File: src/rtl/serial_frame_driver_if.sv
// Handshake and serial-output bundle between a word source and the
// serial frame driver. The source drives the word, its bit order and the
// abort. The driver answers with ready and the framed bit stream.
interface serial_frame_driver_if #(
  parameter int N = 64
);
  logic [N-1:0] data_in;
  logic         in_valid;
  logic         in_ready;
  logic         msb_first;
  logic         abort;
  logic         serial_out;
  logic         frame;
  logic         done;

  // Word source side
  modport master (
    output data_in, in_valid, msb_first, abort,
    input  in_ready, serial_out, frame, done
  );

  // Driver side
  modport slave (
    input  data_in, in_valid, msb_first, abort,
    output in_ready, serial_out, frame, done
  );
endinterface

File: src/rtl/serial_frame_driver.sv
// Parallel-to-serial frame driver feeding the toggle-counting stage.
// It takes one N-bit word through a valid/ready handshake and shifts it out
// one bit per clock, with frame high for the N data cycles. A one-cycle done
// pulse follows the last bit, and then an optional idle gap. An abort drops
// the frame in flight without a done. Every output comes straight from a
// flop, so the counter downstream never sees a combinational glitch.
module serial_frame_driver #(
  parameter int   N        = 64,
  parameter int   GAP      = 2,
  parameter logic IDLE_LVL = 1'b0
) (
  input  logic                    clock,
  input  logic                    reset,
  serial_frame_driver_if.slave    bus
);

  localparam int CW = $clog2(N);
  // A gap of zero still needs a legal vector width. The counter is then unused.
  localparam int GW = (GAP > 0) ? $clog2(GAP + 1) : 1;

  typedef enum logic [1:0] {
    S_IDLE  = 2'd0,
    S_SHIFT = 2'd1,
    S_GAP   = 2'd2
  } state_t;

  state_t         state_q;
  logic [N-1:0]   shreg_q;
  logic           msb_q;
  logic [CW-1:0]  bitcnt_q;
  logic [GW-1:0]  gapcnt_q;
  logic           rdy_q;
  logic           frame_q;
  logic           done_q;
  logic           sout_q;

  logic           load_bit_d;
  logic [N-1:0]   load_sh_d;
  logic           next_bit_d;
  logic [N-1:0]   next_sh_d;
  logic           last_bit;

  // Shift datapath. The first bit goes straight to the output flop at accept.
  // The register keeps only the bits still to go, already aligned so the next
  // bit always sits at the end selected by the captured order.
  always_comb begin
    load_bit_d = bus.msb_first ? bus.data_in[N-1] : bus.data_in[0];
    load_sh_d  = bus.msb_first ? (bus.data_in << 1) : (bus.data_in >> 1);
    next_bit_d = msb_q ? shreg_q[N-1] : shreg_q[0];
    next_sh_d  = msb_q ? (shreg_q << 1) : (shreg_q >> 1);
  end

  // The bit counter stops at N-1. That count marks the cycle showing the last bit.
  assign last_bit = (bitcnt_q == CW'(N - 1));

  // Frame FSM. State and all outputs are updated together on the clock edge.
  always_ff @(posedge clock or negedge reset) begin
    if (!reset) begin
      state_q  <= S_IDLE;
      shreg_q  <= '0;
      msb_q    <= 1'b0;
      bitcnt_q <= '0;
      gapcnt_q <= '0;
      rdy_q    <= 1'b1;
      frame_q  <= 1'b0;
      done_q   <= 1'b0;
      sout_q   <= IDLE_LVL;
    end else begin
      done_q <= 1'b0;
      unique case (state_q)
        S_IDLE: begin
          // An abort blocks the accept, so a word offered with abort is dropped.
          if (!bus.abort && bus.in_valid && rdy_q) begin
            state_q  <= S_SHIFT;
            shreg_q  <= load_sh_d;
            msb_q    <= bus.msb_first;
            bitcnt_q <= '0;
            rdy_q    <= 1'b0;
            frame_q  <= 1'b1;
            sout_q   <= load_bit_d;
          end
        end
        S_SHIFT: begin
          if (bus.abort) begin
            // Drop the frame silently and skip the gap.
            state_q <= S_IDLE;
            rdy_q   <= 1'b1;
            frame_q <= 1'b0;
            sout_q  <= IDLE_LVL;
          end else if (last_bit) begin
            frame_q <= 1'b0;
            done_q  <= 1'b1;
            sout_q  <= IDLE_LVL;
            if (GAP == 0) begin
              // With no gap the driver can accept again in the done cycle.
              state_q <= S_IDLE;
              rdy_q   <= 1'b1;
            end else begin
              // The done cycle counts as the first gap cycle.
              state_q  <= S_GAP;
              gapcnt_q <= GW'(1);
            end
          end else begin
            shreg_q  <= next_sh_d;
            sout_q   <= next_bit_d;
            bitcnt_q <= bitcnt_q + CW'(1);
          end
        end
        S_GAP: begin
          if (bus.abort || (gapcnt_q == GW'(GAP))) begin
            state_q <= S_IDLE;
            rdy_q   <= 1'b1;
          end else begin
            gapcnt_q <= gapcnt_q + GW'(1);
          end
        end
        default: begin
          state_q <= S_IDLE;
          rdy_q   <= 1'b1;
          frame_q <= 1'b0;
          sout_q  <= IDLE_LVL;
        end
      endcase
    end
  end

  assign bus.in_ready   = rdy_q;
  assign bus.frame      = frame_q;
  assign bus.done       = done_q;
  assign bus.serial_out = sout_q;

  // The counter relies on done never overlapping the data window.
  a_done_frame_excl : assert property (@(posedge clock) disable iff (!reset)
    !(done_q && frame_q));

endmodule

File: src/flat_wrapper.sv
// flat-port wrapper written by rule: the top's interface ports become plain ports
module serial_frame_driver_flat 
#(
  parameter int   N        = 64,
  parameter int   GAP      = 2,
  parameter logic IDLE_LVL = 1'b0
)
  (clock, reset, bus_data_in, bus_in_valid, bus_msb_first, bus_abort, bus_in_ready, bus_serial_out, bus_frame, bus_done);
  serial_frame_driver_if #(.N(N)) bus_i ();
  input  logic clock;
  input  logic reset;
  input wire logic [$bits(bus_i.data_in)-1:0] bus_data_in;
  input wire logic [$bits(bus_i.in_valid)-1:0] bus_in_valid;
  input wire logic [$bits(bus_i.msb_first)-1:0] bus_msb_first;
  input wire logic [$bits(bus_i.abort)-1:0] bus_abort;
  output wire logic [$bits(bus_i.in_ready)-1:0] bus_in_ready;
  output wire logic [$bits(bus_i.serial_out)-1:0] bus_serial_out;
  output wire logic [$bits(bus_i.frame)-1:0] bus_frame;
  output wire logic [$bits(bus_i.done)-1:0] bus_done;
  assign bus_i.data_in = bus_data_in;
  assign bus_i.in_valid = bus_in_valid;
  assign bus_i.msb_first = bus_msb_first;
  assign bus_i.abort = bus_abort;
  assign bus_in_ready = bus_i.in_ready;
  assign bus_serial_out = bus_i.serial_out;
  assign bus_frame = bus_i.frame;
  assign bus_done = bus_i.done;
  serial_frame_driver #(.N(N), .GAP(GAP), .IDLE_LVL(IDLE_LVL)) u_core (.clock(clock), .reset(reset), .bus(bus_i));
endmodule
File: config.mk
export PLATFORM = sky130hd
export DESIGN_NAME = serial_frame_driver_flat
export DESIGN_NICKNAME = d
export VERILOG_FILES = /design/src/rtl/serial_frame_driver_if.sv /design/src/rtl/serial_frame_driver.sv /design/src/flat_wrapper.sv
export SDC_FILE = /design/constraint.sdc
export NUM_CORES = 1
export LEC_CHECK = 0
export CAP_MARGIN = 20
export CORE_UTILIZATION = 55
export CTS_BUF_LIST = sky130_fd_sc_hd__clkbuf_2 sky130_fd_sc_hd__clkbuf_4 sky130_fd_sc_hd__clkbuf_8
export CTS_CLUSTER_SIZE = 16
export DETAILED_ROUTE_END_ITERATION = 16
export GPL_TIMING_DRIVEN = 0
export PLACE_DENSITY = 0.84
export SLEW_MARGIN = 20
export SYNTH_ARGS = -nofsm -noshare
export SYNTH_HDL_FRONTEND = slang
export SYNTH_SLANG_ARGS = --single-unit
export TNS_END_PERCENT = 100
File: constraint.sdc
create_clock -name clock -period 2.3 [get_ports clock]
set_clock_uncertainty 0.1 [all_clocks]
set_input_delay 0.345 -clock clock [delete_from_list [all_inputs] [get_ports clock]]
set_output_delay 0.345 -clock clock [all_outputs]
set_load 0.05 [all_outputs]
Word level (Yosys, flattened, before mapping)
Index checks and enable logic that the tools add are counted.

storage, ports and cells
  register bits = 79
  bits of input ports = 69
  output and inout port bits = 4
  logic and storage cells = 74

cells by class
  add/sub/neg operators = 2
  equality and inequality tests = 12
  mux-type cells = 36
  bitwise gates (word level) = 1
  reductions and logical operators = 14

operator list
  kind                   count
  $mux W64               5
  $pmux W64 S2           1
  $mux W6                3
  $mux W1                14
  $mux W2                7
  $pmux W6 S2            1
  $pmux W1 S3            3
  $reduce_and A3 Y1      3
  $ne A2 B2 Y1 const B   4
  $reduce_and A4 Y1      2
  $add A6 B1 Y6 const B  1
  $eq A6 B6 Y1 const B   1
  $ne A2 B1 Y1 const B   3
  $pmux W2 S3            1
  $eq A2 B2 Y1 const B   2
  $pmux W2 S2            1
  $reduce_and A2 Y1      2
  $reduce_bool A2 Y1     2
  $ne A3 B2 Y1 const B   1
  $add A2 B1 Y2 const B  1
  $eq A2 B1 Y1 const B   1
  $logic_and A1 B1 Y1    2
  $logic_not A2 Y1       1
  $logic_not A1 Y1       1
  2 further kinds        2

Logic depth before layout (Yosys ltp)
  depth after elaboration = 5
  depth in mapped cells = 8

Worst setup path after synthesis
No wires, ideal clock.

  kind = reg-to-reg
  start = reg u_core.rdy_q (netlist: u_core.bus.in_ready)
  end = reg u_core.shreg_q[10]
  library setup time = 125 ps
  arrival time = 1880 ps
  required time = 2075 ps
  slack = 194 ps
  cell stages (with the launch flop) = 8
  buffers on the path = 2
  cells stage by stage = dfstp_2 > a21o_1 > nand2_1 > or2_1 > buf_6 > inv_4 > buf_6 > mux2_4

between the ends
  word-level cells in the longest chain between the ends = 3

ends and longest elaborated chain
  element                             line                        RTL
  start: declaration                  serial_frame_driver.sv:32   logic rdy_q;
  start signal: assignment            serial_frame_driver.sv:64   rdy_q <= 1'b1;
  start signal: assignment            serial_frame_driver.sv:78   rdy_q <= 1'b0;
  start signal: assignment            serial_frame_driver.sv:87   rdy_q <= 1'b1;
  $logic_and A1 B1 Y1                 serial_frame_driver.sv:73   if (!bus.abort && bus.in_valid && rdy_q) begin
  $ne A2 B1 Y1 (no source line)       --
  $reduce_and A4 Y1 (no source line)  --
  end signal: assignment              serial_frame_driver.sv:75   shreg_q <= load_sh_d;
  end signal: assignment              serial_frame_driver.sv:104  shreg_q <= next_sh_d;
  end: declaration                    serial_frame_driver.sv:28   logic [N-1:0] shreg_q;

Every way passes these cells.
A chain may end at the register's enable or synchronous reset.

Worst setup path in the final report
  start = reg u_core.rdy_q (netlist: u_core.bus.in_ready)
  end = out bus_in_ready

RTL lines
  element           line                RTL
  end: declaration  flat_wrapper.sv:16  output wire logic [$bits(bus_i.in_ready)-1:0] bus_in_ready;

No word-level cell between the ends.

==> summary.txt <==
Layout
  – Final Instance Area: 6390 um2
  – Diode count: 0
  – Fin nets: roughly 640
  – Layout fillers: 680
  – Non-filler cells, final: 699
  – Synth-to-layout area growth: 22.2%
  – Layout cell share with drive strength beyond 1: between 20% and 30%

Routing
  – Met2 routed WL: 6470 um
  – Antenna viol nets, final: 0
  – Initial DRC Count: approximately 350
  – Routed met1 length: about 5900 um
  – DRT Pass-1 Iters: 5
  – Vias per cell: 6.45
  – Residual DRC: 0
  – Top Metal Used: met4
  – Final WL: 13700 um
  – Wirelength per Cell: 19.5 um
  – Met3 wire len: 850 um
  – Total number of vias: 4509

STA
  – Max Fclk: 449 MHz
  – Fin crit share: 96.9%
  – Setup ws final: 0.0706 ns
  – Final setup TNS: 0 ns
  – Slew Limit Fails: 0
  – Rel. slew slack: 61.1%
  – Setup violations, final: 0
  – Crit path time final: 2.23 ns
  – Least-Margin Pin Slew: 0.584 ns
  – Final hold vios: 0
  – RSZ-0062 raised after global routing: no

Min path
  – Hold Path Class: input port to async pin

Clock tree
  – Setup Fix Bufs, Post-CTS: 0
  – Worst skew pair latency: 0.37 ns
  – Clock transition at path regs: 0.09 ns
  – Clock Tree Buf Depth: 2
  – H-tree depth: 3
  – CTS Buf Count: 9
  – Clock root buffer: clkbuf_8
  – TritonCTS Sinks: just under 80
  – CTS tree: done

Die
  – Chip Width: roughly 100 um
  – Site Rows: 35
  – Initial Utilization: 56.6%
  – Full die area: 9910 um2
  – Core area: 9240 um2
  – Ports: 73
  – Die H: 99.5 um

Worst setup path
  – Worst r2r dst: u_core.shreg_q[25]$_DFFE_PN0P_
  – Critical-path top delay cell: clkdlybuf4s50_1
  – Crit path max-delay family: buffers and inverters
  – Worst-path fanout max: 7
  – CP max stage delay: a little over 0.8 ns
  – CP Capture Type: primary output
  – Startpoint Class: register
  – Reg2Reg Depth: 8
  – FF-to-FF Start: u_core.state_q[1]$_DFFE_PN0P_
  – Worst-path cell chain: clkdlybuf4s50_1
  – Critical path type: register to primary output
  – CP bufs+invs: 1
  – Worst EP required: 1.86 ns
  – Flop2flop setup slack: ~0.1 ns
  – Worst EP arrival: approximately 1.8 ns

Yosys
  – Post-Syn Instances: 481
  – Post-synthesis mux area share: 27.9%
  – Synthesis warning total: 0
  – Top post-synthesis cells by count: 78 x dfrtp_1, 63 x mux2i_1, 37 x a21oi_1
  – Post-synth ARST share: 100%
  – Simple-Gate Fraction of Synth Area: 11.4%
  – Yosys cell types: 40
  – Synthesized area: roughly 5200 um2
  – Seq/Total Area, Yosys: between 30% and 40%
  – Most common cell in the netlist: dfrtp_1
  – Adder-cell share of the synthesized area: less than 1%
  – EDFF count, synth: 0
  – Synthesized Nets: 552
  – Synth Area in Compound Gates: 16.6%
  – Post-Synth XOR/XNOR Area: 0%
  – Ys flop type: dfrtp_1
  – Largest family of logic cells by synthesized area: multiplexers
  – Seq cells post-synth: just under 80
  – Largest area contributor in the netlist: dfrtp_1
  – Avg Cell Area, Syn: 10.9 um2
  – Top cell type's share of synthesized area: 37.3%
  – Largest cells by area after synthesis: dfrtp_1 37%, mux2i_1 12%, mux2_4 8.3%, mux2_2 7.5%, a221o_1 6.3%

Place
  – Post-DP HPWL: 9490 um
  – PortBufs: 71
  – Placed Cells: approximately 700
  – GPL Wtd Cong: 0.852
  – Instance area after placement: 6130 um2
  – Setup WS pre-CTS: -0.146 ns

Job
  – Max-Cap Viols: 0

Pwr
  – Power Density: 697 nW/um2
  – VDD IR-drop max: 331 uV
  – Tot Pwr: 4460 uW
  – Leakage Power: ~0.0027 uW

Global route
  – Vias in the first global route: 4481
  – Largest net degree at the start of global routing: approximately 60
  – Initial antenna violation count: 0
  – First-pass GRT wire length: 22600 um
  – Total gr overflow: 0
  – All-Layer GR Usage: approximately 29%

Outcome
  – Run status: completed
final cells by class:
| class | count | area (um2) | area share (%) |
|---|---|---|---|
| sequential | 79 | 1980 | 30.9 |
| clock buffer | 9 | 124 | 1.94 |
| buffer | 52 | 282 | 4.40 |
| multi-input combinational | 344 | 2960 | 46.2 |
| inverter | 6 | 25.0 | 0.391 |
| clock inverter | 7 | 121 | 1.90 |
| timing repair buffer | 73 | 746 | 11.7 |
| tap | 129 | 161 | 2.52 |
report_power, final:
| group | switching, uW | internal, uW |
|---|---|---|
| Sequential | 267 | 1690 |
| Clock | 565 | 725 |
| Combinational | 498 | 714 |
| Total | 1330 | 3130 |
placed cells by master, fill, tap and decap left out, types with 2 or more instances in the layout:
cell type        count
dfrtp_1             78
clkdlybuf4s50_1     70
mux2i_1             63
a21oi_1             37
mux2_2              35
nor4_1              33
a221o_1             33
nor2b_1             31
a211oi_1            30
mux2_4              29
clkbuf_1            23
buf_2               16
o21ai_0              9
clkbuf_8             9
buf_6                8
inv_1                5
clkbuf_2             5
nor3b_1              4
o31ai_1              4
and3_1               3
nand3_1              3
or4_1                3
nand2_1              3
bufinv_16            3
clkinv_4             3
nand2b_1             2
nor2_1               2
and2_1               2
a31oi_1              2
nor3_1               2
ha_1                 2
what timing repair did:
item	CTS	global route
setup endpoints to repair	0	46
hold buffers	1	0
gates resized for setup	0	10
endpoints found under the hold margin	21	0
worst max-delay path by stage:
stage                                               start                              to  slack, ns  depth (start not counted)
after floorplan           u_core.bus.in_ready$_DFFE_PN1P_  u_core.shreg_q[10]$_DFFE_PN0P_       0.19                          7
after global placement                              reset       u_core.bus.done$_DFF_PN0_      -2.02                          1
after detailed placement                        bus_abort  u_core.shreg_q[11]$_DFFE_PN0P_      -0.15                          8
after CTS                   u_core.state_q[1]$_DFFE_PN0P_  u_core.shreg_q[46]$_DFFE_PN0P_       0.06                          7
after global routing      u_core.bus.in_ready$_DFFE_PN1P_                    bus_in_ready      0.006                          1
final                     u_core.bus.in_ready$_DFFE_PN1P_                    bus_in_ready       0.07                          1
through the flow:
| stage | hold WS (ns) | utilization [%] |
|---|---|---|
| 4_1_cts | 0.324 | 69.1 |
| 3_5_place_dp | 0.159 | 66.3 |
| 5_1_grt | 0.331 | 69.2 |
| 6_report | 0.315 | 69.2 |
| 3_3_place_gp | 0.416 | 66.1 |
| 2_1_floorplan | -0.0506 | - |
metal layers:
layer  vias to the layer above  track usage (%)
met5                         -                0
met4                         0             13.2
met3                        41             4.29
met2                       194             46.0
met1                      2238             39.1
li1                       2036                -
registers in the layout (all words and copies together), names as in the netlist:
| name | count |
|---|---|
| u_core.bus.serial_out | 1 |
| u_core.gapcnt_q | 2 |
| u_core.state_q | 2 |
| u_core.shreg_q | 64 |
| u_core.msb_q | 1 |
| u_core.bus.in_ready | 1 |
| u_core.bitcnt_q | 6 |
| u_core.bus.frame | 1 |
| u_core.bus.done | 1 |
cell families after synthesis:
| family | count (synthesis) |
|---|---|
| compound gates | 120 |
| fa+ha+maj | 2 |
| buf+inv | 58 |
| flops | 79 |
| mux | 127 |
| simple gates | 95 |
No activity file was read; power rests on OpenSTA's default activity.
